--- config.mk ---
export PLATFORM = sky130hd
export DESIGN_NAME = motor_panel_ctrl
export DESIGN_NICKNAME = d
export VERILOG_FILES = /design/src/rtl/motor_pkg.sv /design/src/rtl/key_debounce.sv /design/src/rtl/motor_panel_ctrl.sv
export SDC_FILE = /design/constraint.sdc
export NUM_CORES = 1
export LEC_CHECK = 0
export ABC_AREA = 0
export CORE_MARGIN = 4
export CORE_UTILIZATION = 55
export CTS_BUF_LIST = sky130_fd_sc_hd__clkbuf_2
export DETAILED_ROUTE_END_ITERATION = 7
export DONT_BUFFER_PORTS = 1
export GPL_TIMING_DRIVEN = 1
export PLACE_DENSITY = 0.8
export SLEW_MARGIN = 40
export SYNTH_ARGS = -nofsm -noshare
export SYNTH_HDL_FRONTEND = slang
export SYNTH_SLANG_ARGS = --single-unit
--- constraint.sdc ---
create_clock -name clk -period 8.9 [get_ports clk]
set_input_delay 1.335 -clock clk [delete_from_list [all_inputs] [get_ports clk]]
set_output_delay 1.335 -clock clk [all_outputs]
set_load 0.1 [all_outputs]
--- src/rtl/motor_pkg.sv ---
// Shared definitions for the stepper front-panel command stage.
package motor_pkg;

   typedef enum logic [1:0] {
      ST_IDLE     = 2'd0,
      ST_RUN      = 2'd1,
      ST_STOPPING = 2'd2
   } state_t;

   localparam logic [3:0] SPEED_MAX      = 4'd15;
   localparam int         CLK_PER_MS_DEF = 50000;

endpackage

--- src/rtl/key_debounce.sv ---
// Synchronises and debounces one active-low key; one-cycle press pulse on accepted press.
// Pulse is registered 2 + CLK_PER_MS*DEBOUNCE_MS cycles after the first edge sampling a clean low; no backpressure.
module key_debounce
   import motor_pkg::*;
#(
   parameter int CLK_PER_MS  = CLK_PER_MS_DEF,
   parameter int DEBOUNCE_MS = 20
) (
   input  logic clk,
   input  logic rst,
   input  logic key_n,
   output logic press
);

   localparam int D  = CLK_PER_MS * DEBOUNCE_MS;
   localparam int CW = $clog2(D + 1);

   logic          sync1;
   logic          sync2;
   logic          level;
   logic [CW-1:0] cnt;

   // Level is accepted once the new value has been seen on D+1 consecutive edges,
   // which places the pulse exactly two synchroniser cycles plus D after the first sample.
   always_ff @(posedge clk or posedge rst) begin
      if (rst) begin
         sync1 <= 1'b1;
         sync2 <= 1'b1;
         level <= 1'b1;
         cnt   <= '0;
         press <= 1'b0;
      end else begin
         sync1 <= key_n;
         sync2 <= sync1;
         press <= 1'b0;
         if (sync2 == level) begin
            cnt <= '0;
         end else if (cnt == CW'(D)) begin
            level <= sync2;
            cnt   <= '0;
            press <= ~sync2;
         end else begin
            cnt <= cnt + CW'(1);
         end
      end
   end

endmodule

--- src/rtl/motor_panel_ctrl.sv ---
// Front-panel command stage: debounced keys drive start/direction/speed with a safe-reversal dwell.
// Outputs registered one cycle after a key press pulse; no backpressure, presses are never queued.
module motor_panel_ctrl
   import motor_pkg::*;
#(
   parameter int CLK_PER_MS  = CLK_PER_MS_DEF,
   parameter int DEBOUNCE_MS = 20,
   parameter int DWELL_MS    = 50,
   parameter int SPEED_INIT  = 4,
   parameter int SPEED_MIN   = 1
) (
   input  logic       clk,
   input  logic       rst,
   input  logic       key_start_n,
   input  logic       key_dir_n,
   input  logic       key_fast_n,
   input  logic       key_slow_n,
   output logic       startsig,
   output logic       directsig,
   output logic [3:0] speed,
   output logic       busy
);

   localparam int         W    = CLK_PER_MS * DWELL_MS;
   localparam int         WW   = $clog2(W + 1);
   localparam logic [3:0] SINI = 4'(SPEED_INIT);
   localparam logic [3:0] SMIN = 4'(SPEED_MIN);

   logic p_start, p_dir, p_fast, p_slow;

   key_debounce #(.CLK_PER_MS(CLK_PER_MS), .DEBOUNCE_MS(DEBOUNCE_MS)) u_start (
      .clk(clk), .rst(rst), .key_n(key_start_n), .press(p_start));
   key_debounce #(.CLK_PER_MS(CLK_PER_MS), .DEBOUNCE_MS(DEBOUNCE_MS)) u_dir (
      .clk(clk), .rst(rst), .key_n(key_dir_n), .press(p_dir));
   key_debounce #(.CLK_PER_MS(CLK_PER_MS), .DEBOUNCE_MS(DEBOUNCE_MS)) u_fast (
      .clk(clk), .rst(rst), .key_n(key_fast_n), .press(p_fast));
   key_debounce #(.CLK_PER_MS(CLK_PER_MS), .DEBOUNCE_MS(DEBOUNCE_MS)) u_slow (
      .clk(clk), .rst(rst), .key_n(key_slow_n), .press(p_slow));

   state_t        state, state_n;
   logic [WW-1:0] dwell, dwell_n;
   logic          dir_n;
   logic [3:0]    speed_n;

   always_ff @(posedge clk or posedge rst) begin
      if (rst) begin
         state     <= ST_IDLE;
         dwell     <= '0;
         directsig <= 1'b1;
         speed     <= SINI;
         startsig  <= 1'b0;
         busy      <= 1'b0;
      end else begin
         state     <= state_n;
         dwell     <= dwell_n;
         directsig <= dir_n;
         speed     <= speed_n;
         startsig  <= (state_n == ST_RUN);
         busy      <= (state_n == ST_STOPPING);
      end
   end

   // Start always takes priority over dir, so a coincident dir press is dropped.
   always_comb begin
      state_n = state;
      dwell_n = dwell;
      dir_n   = directsig;
      speed_n = speed;
      unique case (state)
         ST_IDLE: begin
            if (p_start)    state_n = ST_RUN;
            else if (p_dir) dir_n   = ~directsig;
         end
         ST_RUN: begin
            if (p_start) begin
               state_n = ST_IDLE;
            end else if (p_dir) begin
               state_n = ST_STOPPING;
               dwell_n = '0;
            end
         end
         ST_STOPPING: begin
            if (p_start) begin
               state_n = ST_IDLE;
               dwell_n = '0;
            end else if (dwell == WW'(W - 1)) begin
               state_n = ST_RUN;
               dir_n   = ~directsig;
               dwell_n = '0;
            end else begin
               dwell_n = dwell + WW'(1);
            end
         end
         default: state_n = ST_IDLE;
      endcase

      if (p_fast && !p_slow && speed > SMIN)
         speed_n = speed - 4'd1;
      else if (p_slow && !p_fast && speed < SPEED_MAX)
         speed_n = speed + 4'd1;
   end

endmodule

==> summary.txt, run 1 <==
Status: complete, no violations
Cell taking the most area after synthesis: dfrtp_1
Multi-input gate area: 2960 µm²
Crit start category: flip-flop
WP depth: 0
CP arrival: 1600 ps
Async set-reset flop share out of synthesis: 1.00
Clk sinks: 127
Worst EP required: 7570 ps
Post-CTS Setup Bufs: 0
RePlAce Congestion: 0.810
Hold Path Depth: 0
Hold Violations, Final: 0
Core box area: 11000 µm²
Setup slack at placement: 6410 ps
Int Power: 0.000721 W
Final Cycle Share: 0.330
Number of flops mapped to enable cells by yosys: 0
Setup TNS: 0 ps
Yosys warning total: 0
Worst VDD drop: 0.164 mV
R2R cell count: 6
Layout Nets: 675
First-pass GRT wire length: 19900 µm
DRT iter0 DRCs: 282
Detail Route Antenna Nets: 0
Max Slew Vio Count: 0
H-tree depth: 4
Hold EP: u_slow.sync2$_DFF_PP1_
Cell count after synthesis: 641
Worst relative slew slack: 0.426
Die X: 115 µm
Clk Latency, worst-skew pair: 660 ps
Post-DP HPWL: 7790 µm
Ant. Diodes: 0
Max Freq: 341 MHz
Layer with the highest usage: met2
Syn_nets: 663
Register area share after synthesis: 0.505
PortBufs: 0
Initial core utilization: 0.574
# rows: 38
DR WL/cell: 13.8 µm
Setup Skew: 23.3 ps
Drt drc: 0
Largest net degree at the start of global routing: 76
Deepest clock path buffer count: 2
Clk root buf: clkbuf_2
Worst min-delay path category: flip-flop to flip-flop
Post-synth top cells: dfrtp_1, nor2_1, xnor2_1
# setup viols final: 0
Lkg Pwr: 2.80 nW
Worst slew pin tran: 862 ps
CP Max Fanout: 6
PD cells: 144 nW/µm²
Synth top area share: 0.446
Area Growth Syn to Fin: 5.97%
Share of cells above drive strength 1: 0.107
Met2 Resource Use GR: 0.302
Register Area: 3200 µm²
CTS tree: built
WL final: 11100 µm
Cell variety after synth: 52
Hold-fix buffers, CTS: 0
Pre-antenna DRT Iters: 5
Detailed-route vias per instance: 5.56
GRT overflow: 0
DR vias: 4482
Switching share of power: 0.254
RSZ-0062 raised after global routing: false
Worst Setup Path Type: flip-flop to output pin
CTS Buf Count: 17
Vias in the first global route: 4458
Reg2Reg Launch Point: dwell[14]$_DFFE_PP0P_
Clock network fraction of total power: 0.358
R2R Setup Slk: 6640 ps
Main synth FF type: dfrtp_1
Die ar.: 13300 µm²
Chip height: 115 µm
Worst reg2reg endpoint: dwell[13]$_DFFE_PP0P_
NetSw: 0.000245 W
Gate power share: 0.030
Count leader, synth: dfrtp_1
Main area contributors after synthesis: dfrtp_1, xnor2_1, nor2_1
Initial antenna violation count: 0
Reg clk slew, reported paths: 170 ps
Fin crit period: 2940 ps
GRT met1 Usage: 0.233
Fill cell count: 949
Met3 global-route usage: 0.0558
Max-cap violations: 0
Flop pwr share: 0.612
Cell area after synthesis: 6330 µm²
Total track usage: 0.184
Critical path capture point type: output pin
Synth Area per Inst: 9.88 µm²
IO Count: 13
Setup WS post-layout: 5960 ps
Yosys reg bits: 127
Hold Crit Start: u_slow.sync1$_DFF_PP1_
Cts repair resizes: 0
==> placed cells by master, fill, tap and decap left out, types with 4 or more instances in the layout <==
cell	synthesis	routed
dfrtp_1	113	110
nor2b_1	5	5
nand3b_1	4	4
nor4b_1	4	4
nand4_1	21	21
dfstp_2	14	14
nor4_1	12	12
nand3_1	37	37
nor3b_1	8	8
xor2_1	33	33
nor3_1	22	22
a21oi_1	14	14
nor2_2	11	11
o22ai_1	5	5
clkbuf_2	0	18
inv_1	30	29
and4_1	12	12
o21ai_0	7	6
and2_1	4	4
nor2_1	100	100
nand2_1	52	52
clkinv_4	0	4
ha_1	16	16
and3_1	15	15
xnor2_1	55	55
==> power groups by stage <==
stage	Clock (W)	Combinational (W)	Sequential, W
finish	0.000346	0.0000288	0.000592
floorplan	0	0.0000243	0.000600
global route	0.000388	0.0000341	0.000593
detailed placement	0	0.0000299	0.000602
CTS	0.000358	0.0000300	0.000592
global placement	0	0.0000285	0.000602
==> cell families after synthesis <==
logic type	share of synthesized area
fa+ha+maj	0.0316
mux	0.0109
simple gates	0.263
xor+xnor	0.122
compound gates	0.0411
flops	0.505
buf+inv	0.0277
==> worst max-delay path by stage <==
stage / slack, ps / start / to
4_1_cts: 5880 / speed[2]$_DFFE_PP1P_ / speed[2]
3_3_place_gp: 6240 / rst / dwell[4]$_DFFE_PP0P_
6_report: 5960 / speed[2]$_DFFE_PP1P_ / speed[2]
2_1_floorplan: 4200 / rst / busy$_DFF_PP0_
5_1_grt: 5820 / speed[2]$_DFFE_PP1P_ / speed[2]
3_5_place_dp: 6410 / rst / dwell[5]$_DFFE_PP0P_
==> through the flow <==
step / hold slack [ps] / instance area (µm²) / power [W] / cells / utilization
after floorplan: 345 / 6330 / 0.000625 / 641 / -
after global placement: 347 / 6470 / 0.000630 / 774 / 0.587
after detailed placement: 351 / 6480 / 0.000632 / 774 / 0.587
after CTS: 374 / 6710 / 0.000980 / 806 / 0.608
after global routing: 378 / 6710 / 0.00102 / 806 / 0.608
final: 370 / 6710 / 0.000966 / 806 / 0.608
==> flip-flops by register name, indices dropped and copies added, names as in the netlist, 2 cells and up <==
| signal | count |
|---|---|
| dwell | 22 |
| speed | 4 |
| state | 2 |
| u_dir.cnt | 20 |
| u_fast.cnt | 20 |
| u_slow.cnt | 20 |
| u_start.cnt | 20 |
==> metal layers <==
metal  share of wire  up-vias
li1                -     2226
met4           0.011        0
met5               0        -
met1            0.47     2182
met3           0.038        8
met2            0.48       66
==> final cells by class <==
cell class	instances	share of cell area
tap	140	0.0261
clock buffer	18	0.0134
inverter	30	0.0175
sequential	127	0.477
timing repair buffer	3	0.00336
multi-input combinational	474	0.441
clock inverter	14	0.0214
Power figures use the tool's default switching activity.
==> run 2: changes to the inputs <==
--- a/config.mk
+++ b/config.mk
@@ -12,7 +12,7 @@
 export DETAILED_ROUTE_END_ITERATION = 7
 export DONT_BUFFER_PORTS = 1
 export GPL_TIMING_DRIVEN = 1
-export PLACE_DENSITY = 0.8
+export PLACE_DENSITY = 0.83
 export SLEW_MARGIN = 40
 export SYNTH_ARGS = -nofsm -noshare
 export SYNTH_HDL_FRONTEND = slang
==> constraint.sdc (replaced) <==
create_clock -name clk -period 2.35 [get_ports clk]
set_input_delay 0.3525 -clock clk [delete_from_list [all_inputs] [get_ports clk]]
set_output_delay 0.3525 -clock clk [all_outputs]
set_load 0.1 [all_outputs]
==> run 2 against run 1 <==
Compared with the run above: worst setup slack worse by 5800 ps; clock skew is 5.8 ps lower; via count is 3.8% higher; sequential share of layout area is 1.2 points lower; hold slack worse by 180 ps; total power grew to 4.1 times the previous value; clock power grew to 4.5 times the previous value; register-to-register slack worse by 6500 ps; first-iteration DRC count is 9.9% higher; largest power group unchanged; highest routed layer unchanged.
==> summary.txt, run 2 (synthesized netlist as in run 1, its figures left out) <==
Worst relative slew slack: 0.421 (-0.00503)
Reg clk slew, reported paths: 170 ps (about the same)
Most used cells in the layout excluding fill and tap cells: dfrtp_1, nor2_1, xnor2_1, nand2_1, nand3_1
Critical path buffers and inverters: 0
Post-CTS Setup Bufs: 0 (unchanged)
RSZ-0062 raised after global routing: false
Lkg Pwr: 2.89 nW (+3.1%)
Chip height: 115 µm (unchanged)
Area Growth Syn to Fin: 8.51%
CP Max Fanout: 7 (+1)
Initial antenna violation count: 0 (unchanged)
Setup WS post-layout: 185 ps (-5780 ps)
Post-DP HPWL: 7750 µm (-0.48%)
Fin crit period: 2170 ps
Clk sinks: 127 (unchanged)
Worst slew pin tran: 869 ps (+7.54 ps)
Worst min-delay path category: input pin to flip-flop
Hold WS: 192 ps (-177 ps)
Critical path cell sequence: ha_1 > nand3_1 > nor4_1 > a211oi_2 > nand2_1 > o32ai_1
Worst Setup Path Type: flip-flop to flip-flop
CP arrival: 2760 ps (+1160 ps)
IO Count: 13 (unchanged)
PortBufs: 0 (unchanged)
# setup viols final: 0 (unchanged)
Hold Violations, Final: 0 (unchanged)
Ant. Diodes: 0 (unchanged)
Biggest cell delay along the critical path: 530 ps
WL final: 11600 µm (+4.2%)
Status: complete, no violations
RePlAce Congestion: 0.870 (+7.4%)
Critical path capture point type: flip-flop
DR WL/cell: 14.2 µm (+2.8%)
Max-cap violations: 0 (unchanged)
Clk Latency, worst-skew pair: 680 ps (+20 ps)
Largest register by flop count: dwell
Die ar.: 13300 µm² (unchanged)
Share of cells above drive strength 1: 0.111 (+0.00418)
Worst VDD drop: 0.482 mV (+190%)
Layout Nets: 686 (+1.6%)
Largest net degree at the start of global routing: 128 (+68%)
Crit start category: flip-flop
Setup slack at placement: -131 ps (-6540 ps)
Setup Skew: 17.5 ps (-5.82 ps)
Die X: 115 µm (unchanged)
Pre-antenna DRT Iters: 5 (unchanged)
Final core occ: 0.623 (+0.0146)
Post-route cell area: 6870 µm² (+2.4%)
# rows: 38 (unchanged)
Core box area: 11000 µm² (unchanged)
Max reg flops: 22 (unchanged)
Crit path max-delay family: compound AO/OA/AOI/OAI gates
GRT overflow: 0 (unchanged)
Initial core utilization: 0.574 (unchanged)
Dpl cells: 780 (+0.78%)
Max Freq: 462 MHz
CTS tree: built
Post-DP Area: 6530 µm² (+0.83%)
DR vias: 4651 (+3.8%)
Total track usage: 0.189 (+0.00462)
First-pass GRT wire length: 20200 µm (+1.8%)
Clk root buf: clkbuf_2
Slowest cell on crit path: a211oi_2
Detail Route Antenna Nets: 0 (unchanged)
Worst EP required: 2940 ps (-4630 ps)
Drt drc: 0 (unchanged)
Deepest clock path buffer count: 2 (unchanged)
Most common cell after layout, fill and taps aside: dfrtp_1
PD cells: 572 nW/µm² (+300%)
Final Cycle Share: 0.921
Vias in the first global route: 4657 (+4.5%)
Final cell count without fillers: 817 (+1.4%)
Max Slew Vio Count: 0 (unchanged)
Detailed-route vias per instance: 5.69 (+2.4%)
H-tree depth: 4 (unchanged)
CTS Buf Count: 17 (unchanged)
DRT iter0 DRCs: 310 (+9.9%)
## run 2: changes by cell type in the layout (fill, tap and decap cells not counted), moves of 3 or more
cell and change:
buf_4 +5, dlygate4sd3_1 +5, bufinv_16 +3, clkinv_4 -4
## run 2: worst register-to-register path, stage by stage (launching register included)
cell and delay [ps]:
dfrtp_1 450, ha_1 250, nand3_1 130, nor4_1 100, a211oi_2 530, nand2_1 290
o32ai_1 340
## run 2: area by class of cell
type                       instances  area [µm²]
clock buffer                      18        90.1
multi-input combinational        474        2970
sequential                       127        3200
tap                              140         175
clock inverter                    14         196
inverter                          30         116
fill                             870        4160
timing repair buffer              14         130
## run 2: timing repair
action                                  4_1_cts  5_1_grt
endpoints found under the setup margin        3        0
gates resized for setup                       1        0
hold endpoints to repair                    117        0
hold buffers                                  5        0
## run 2: routing by layer
layer | GRT usage | routed length (µm) | vias up
met5 | 0 | 0 | -
met4 | 0.0720 | 126 | 0
met3 | 0.0558 | 499 | 13
met2 | 0.315 | 5780 | 123
met1 | 0.233 | 5180 | 2267
li1 | - | - | 2248
## run 2: worst paths after layout
| check | slack [ps] | endpoint | from | cells after the start |
|---|---|---|---|---|
| max | 180 | dwell[9]$_DFFE_PP0P_ | dwell[0]$_DFFE_PP0P_ | 6 |
| min | 190 | u_dir.sync1$_DFF_PP1_ | key_dir_n | 1 |
| max reg2reg | 180 | dwell[9]$_DFFE_PP0P_ | dwell[0]$_DFFE_PP0P_ | 6 |
| min reg2reg | 370 | u_start.sync2$_DFF_PP1_ | u_start.sync1$_DFF_PP1_ | 0 |
| max in group asynchronous | 1490 | speed[0]$_DFFE_PP0P_ | rst | 3 |
| min in group asynchronous | 260 | u_slow.cnt[16]$_DFF_PP0_ | rst | 3 |
## run 2: report_power, final
group,switching [W],total (W),internal [W],leakage (nW)
clock network,0.000780,0.00157,0.000791,0.166
registers,0.0000251,0.00224,0.00222,1.71
logic,0.0000860,0.000120,0.0000336,1.01
## run 2: per-stage QoR
step / power, W / setup TNS (ps)
after floorplan: 0.00237 / 0
after global placement: 0.00239 / 0
after detailed placement: 0.00240 / -162
after CTS: 0.00398 / 0
after global routing: 0.00411 / 0
final: 0.00393 / 0
==> run 3: changes to the inputs <==
--- a/config.mk
+++ b/config.mk
@@ -7,12 +7,12 @@
 export LEC_CHECK = 0
 export ABC_AREA = 0
 export CORE_MARGIN = 4
-export CORE_UTILIZATION = 55
+export CORE_UTILIZATION = 30
 export CTS_BUF_LIST = sky130_fd_sc_hd__clkbuf_2
 export DETAILED_ROUTE_END_ITERATION = 7
 export DONT_BUFFER_PORTS = 1
 export GPL_TIMING_DRIVEN = 1
-export PLACE_DENSITY = 0.83
+export PLACE_DENSITY = 0.55
 export SLEW_MARGIN = 40
 export SYNTH_ARGS = -nofsm -noshare
 export SYNTH_HDL_FRONTEND = slang
==> run 3 against run 2 <==
Compared with the run above: global-route usage decreased by 8.6 points; first-iteration DRC count fell by 26%; register-to-register slack better by 50 ps; final cell count increased by 18%; sequential cell count unchanged; combinational power rose by 9%; non-clock buffer count up 13; maximum frequency grew 2.4%; sequential share of layout area decreased by 1.4 points; die area rose by 77%; worst setup slack improved by 50 ps; wire length shrank 0.72%; highest routed layer unchanged.
==> summary.txt, run 3 (synthesized netlist as in run 1, its figures left out) <==
Clk root buf: clkbuf_2
# rows: 52 (+37%)
Share of cells above drive strength 1: 0.130 (+0.0197)
Lkg Pwr: 2.93 nW (+1.6%)
R2R cell count: 6 (unchanged)
Crit start category: flip-flop
Largest register by flop count: dwell
Reg2Reg Launch Point: dwell[1]$_DFFE_PP0P_
Post-route cell area: 7090 µm² (+3.1%)
RePlAce Congestion: 0.764 (-12%)
Worst Setup Path Type: flip-flop to flip-flop
Detail Route Antenna Nets: 0 (unchanged)
Max-cap violations: 0 (unchanged)
Gate power share: 0.036 (+0.006)
Fin crit period: 2110 ps (-50.4 ps)
Most common cell after layout, fill and taps aside: dfrtp_1
Worst EP required: 2930 ps (about the same)
Worst slew pin tran: 675 ps (-194 ps)
Max reg flops: 22 (unchanged)
Clk sinks: 127 (unchanged)
Largest net degree at the start of global routing: 52 (-59%)
R2R Setup Slk: 240 ps (+50 ps)
Flop pwr share: 0.616 (+0.046)
Worst VDD drop: 0.360 mV (-25%)
Layout Nets: 699 (+1.9%)
Total track usage: 0.103 (-0.0857)
CTS tree: built
Vias in the first global route: 4218 (-9.4%)
Setup TNS: 0 ps (unchanged)
Max Slew Vio Count: 0 (unchanged)
Drt drc: 0 (unchanged)
RSZ-0062 raised after global routing: false
Post-DP Area: 6810 µm² (+4.2%)
Worst min-delay path category: input pin to flip-flop
Setup WS post-layout: 235 ps (+50.4 ps)
Int Power: 0.00276 W (-9.3%)
Status: complete, no violations
Core box area: 20500 µm² (+86%)
Detailed-route vias per instance: 4.61 (-19%)
First-pass GRT wire length: 20200 µm (+0.17%)
Chip height: 153 µm (+33%)
DRT iter0 DRCs: 230 (-26%)
Deepest clock path buffer count: 2 (unchanged)
PortBufs: 0 (unchanged)
CP Max Fanout: 7 (unchanged)
CP arrival: 2700 ps (-60 ps)
Max Freq: 473 MHz (+2.4%)
Setup Skew: 34.5 ps (+17.0 ps)
Most used cells in the layout excluding fill and tap cells: dfrtp_1, nor2_1, xnor2_1, nand2_1, nand3_1
Post-CTS Setup Bufs: 0 (unchanged)
Die X: 153 µm (+33%)
H-tree depth: 4 (unchanged)
Initial antenna violation count: 1 (+1)
Area Growth Syn to Fin: 11.9%
Switching share of power: 0.242 (+0.0157)
Critical path capture point type: flip-flop
Post-DP HPWL: 7710 µm (-0.44%)
Crit path capture: dwell[9]$_DFFE_PP0P_
DR WL/cell: 11.9 µm (-16%)
Hold Violations, Final: 0 (unchanged)
Setup slack at placement: -82.4 ps (+49.0 ps)
GRT overflow: 0 (unchanged)
Die ar.: 23500 µm² (+77%)
Final Cycle Share: 0.900 (-0.0214)
# setup viols final: 0 (unchanged)
CTS Buf Count: 17 (unchanged)
PD cells: 514 nW/µm² (-10%)
DR vias: 4444 (-4.5%)
Final core occ: 0.346 (-0.277)
Initial core utilization: 0.309 (-0.265)
Clk Latency, worst-skew pair: 680 ps (about the same)
Setup crit start: dwell[1]$_DFFE_PP0P_
NetSw: 0.000882 W (-1.0%)
Worst relative slew slack: 0.549 (+0.128)
Worst reg2reg endpoint: dwell[9]$_DFFE_PP0P_
Reg clk slew, reported paths: 170 ps (about the same)
IO Count: 13 (unchanged)
Clock network fraction of total power: 0.348 (-0.052)
WL final: 11500 µm (-0.72%)
Pre-antenna DRT Iters: 5 (unchanged)
run 3: routing by layer:
layer | part of all wire | wire length (µm) | GRT usage | up-vias
li1 | - | - | - | 2274
met1 | 0.51 | 5820 | 0.146 | 2112
met2 | 0.45 | 5150 | 0.149 | 51
met3 | 0.036 | 411 | 0.0325 | 7
met4 | 0.010 | 119 | 0.0352 | 0
met5 | 0 | 0 | 0 | -
run 3: how the worst min path moves through the flow:
stage	from	to	slack, ps	cells past startpoint
after floorplan	u_dir.sync1$_DFF_PP1_	u_dir.sync2$_DFF_PP1_	350	0
after global placement	u_fast.sync1$_DFF_PP1_	u_fast.sync2$_DFF_PP1_	350	0
after global routing	key_start_n	u_start.sync1$_DFF_PP1_	70	1
after detailed placement	u_start.sync1$_DFF_PP1_	u_start.sync2$_DFF_PP1_	350	0
final	key_dir_n	u_dir.sync1$_DFF_PP1_	210	1
after CTS	key_dir_n	u_dir.sync1$_DFF_PP1_	100	1
run 3: layout make-up:
class	count	area, µm²
diodes	5	12.5
well taps	270	338
clock inverters	9	95.1
inverters	30	116
fillers	2079	13400
flip-flops and latches	127	3200
repair buffers	27	240
clock buffers	23	115
multi-input cells	474	2970
run 3: repair_timing:
item | 4_1_cts | 5_1_grt
hold buffers | 5 | 0
hold endpoints to repair | 51 | 0
gates resized for setup | 1 | 0
setup endpoints to repair | 3 | 0
run 3: through the flow:
| step | std cells | hold WS [ps] | power [W] |
|---|---|---|---|
| final | 965 | 208 | 0.00364 |
| after global routing | 965 | 69.4 | 0.00385 |
| after CTS | 960 | 100 | 0.00373 |
| after detailed placement | 923 | 349 | 0.00241 |
| after global placement | 923 | 346 | 0.00241 |
| after floorplan | 641 | 345 | 0.00237 |
run 3: power by group through the flow:
stage	Sequential, W	Clock [W]	Combinational, W
2_1_floorplan	0.00227	0	0.0000924
3_3_place_gp	0.00228	0	0.000130
3_5_place_dp	0.00228	0	0.000130
4_1_cts	0.00224	0.00135	0.000138
5_1_grt	0.00225	0.00145	0.000155
6_report	0.00224	0.00127	0.000131
run 3: worst max-delay path, cell delays in order (launching register included):
cell and delay [ps]:
dfrtp_1 440, ha_1 220, nand3_1 140, nor4_1 90, a211oi_2 500, nand2_1 290, o32ai_1 330
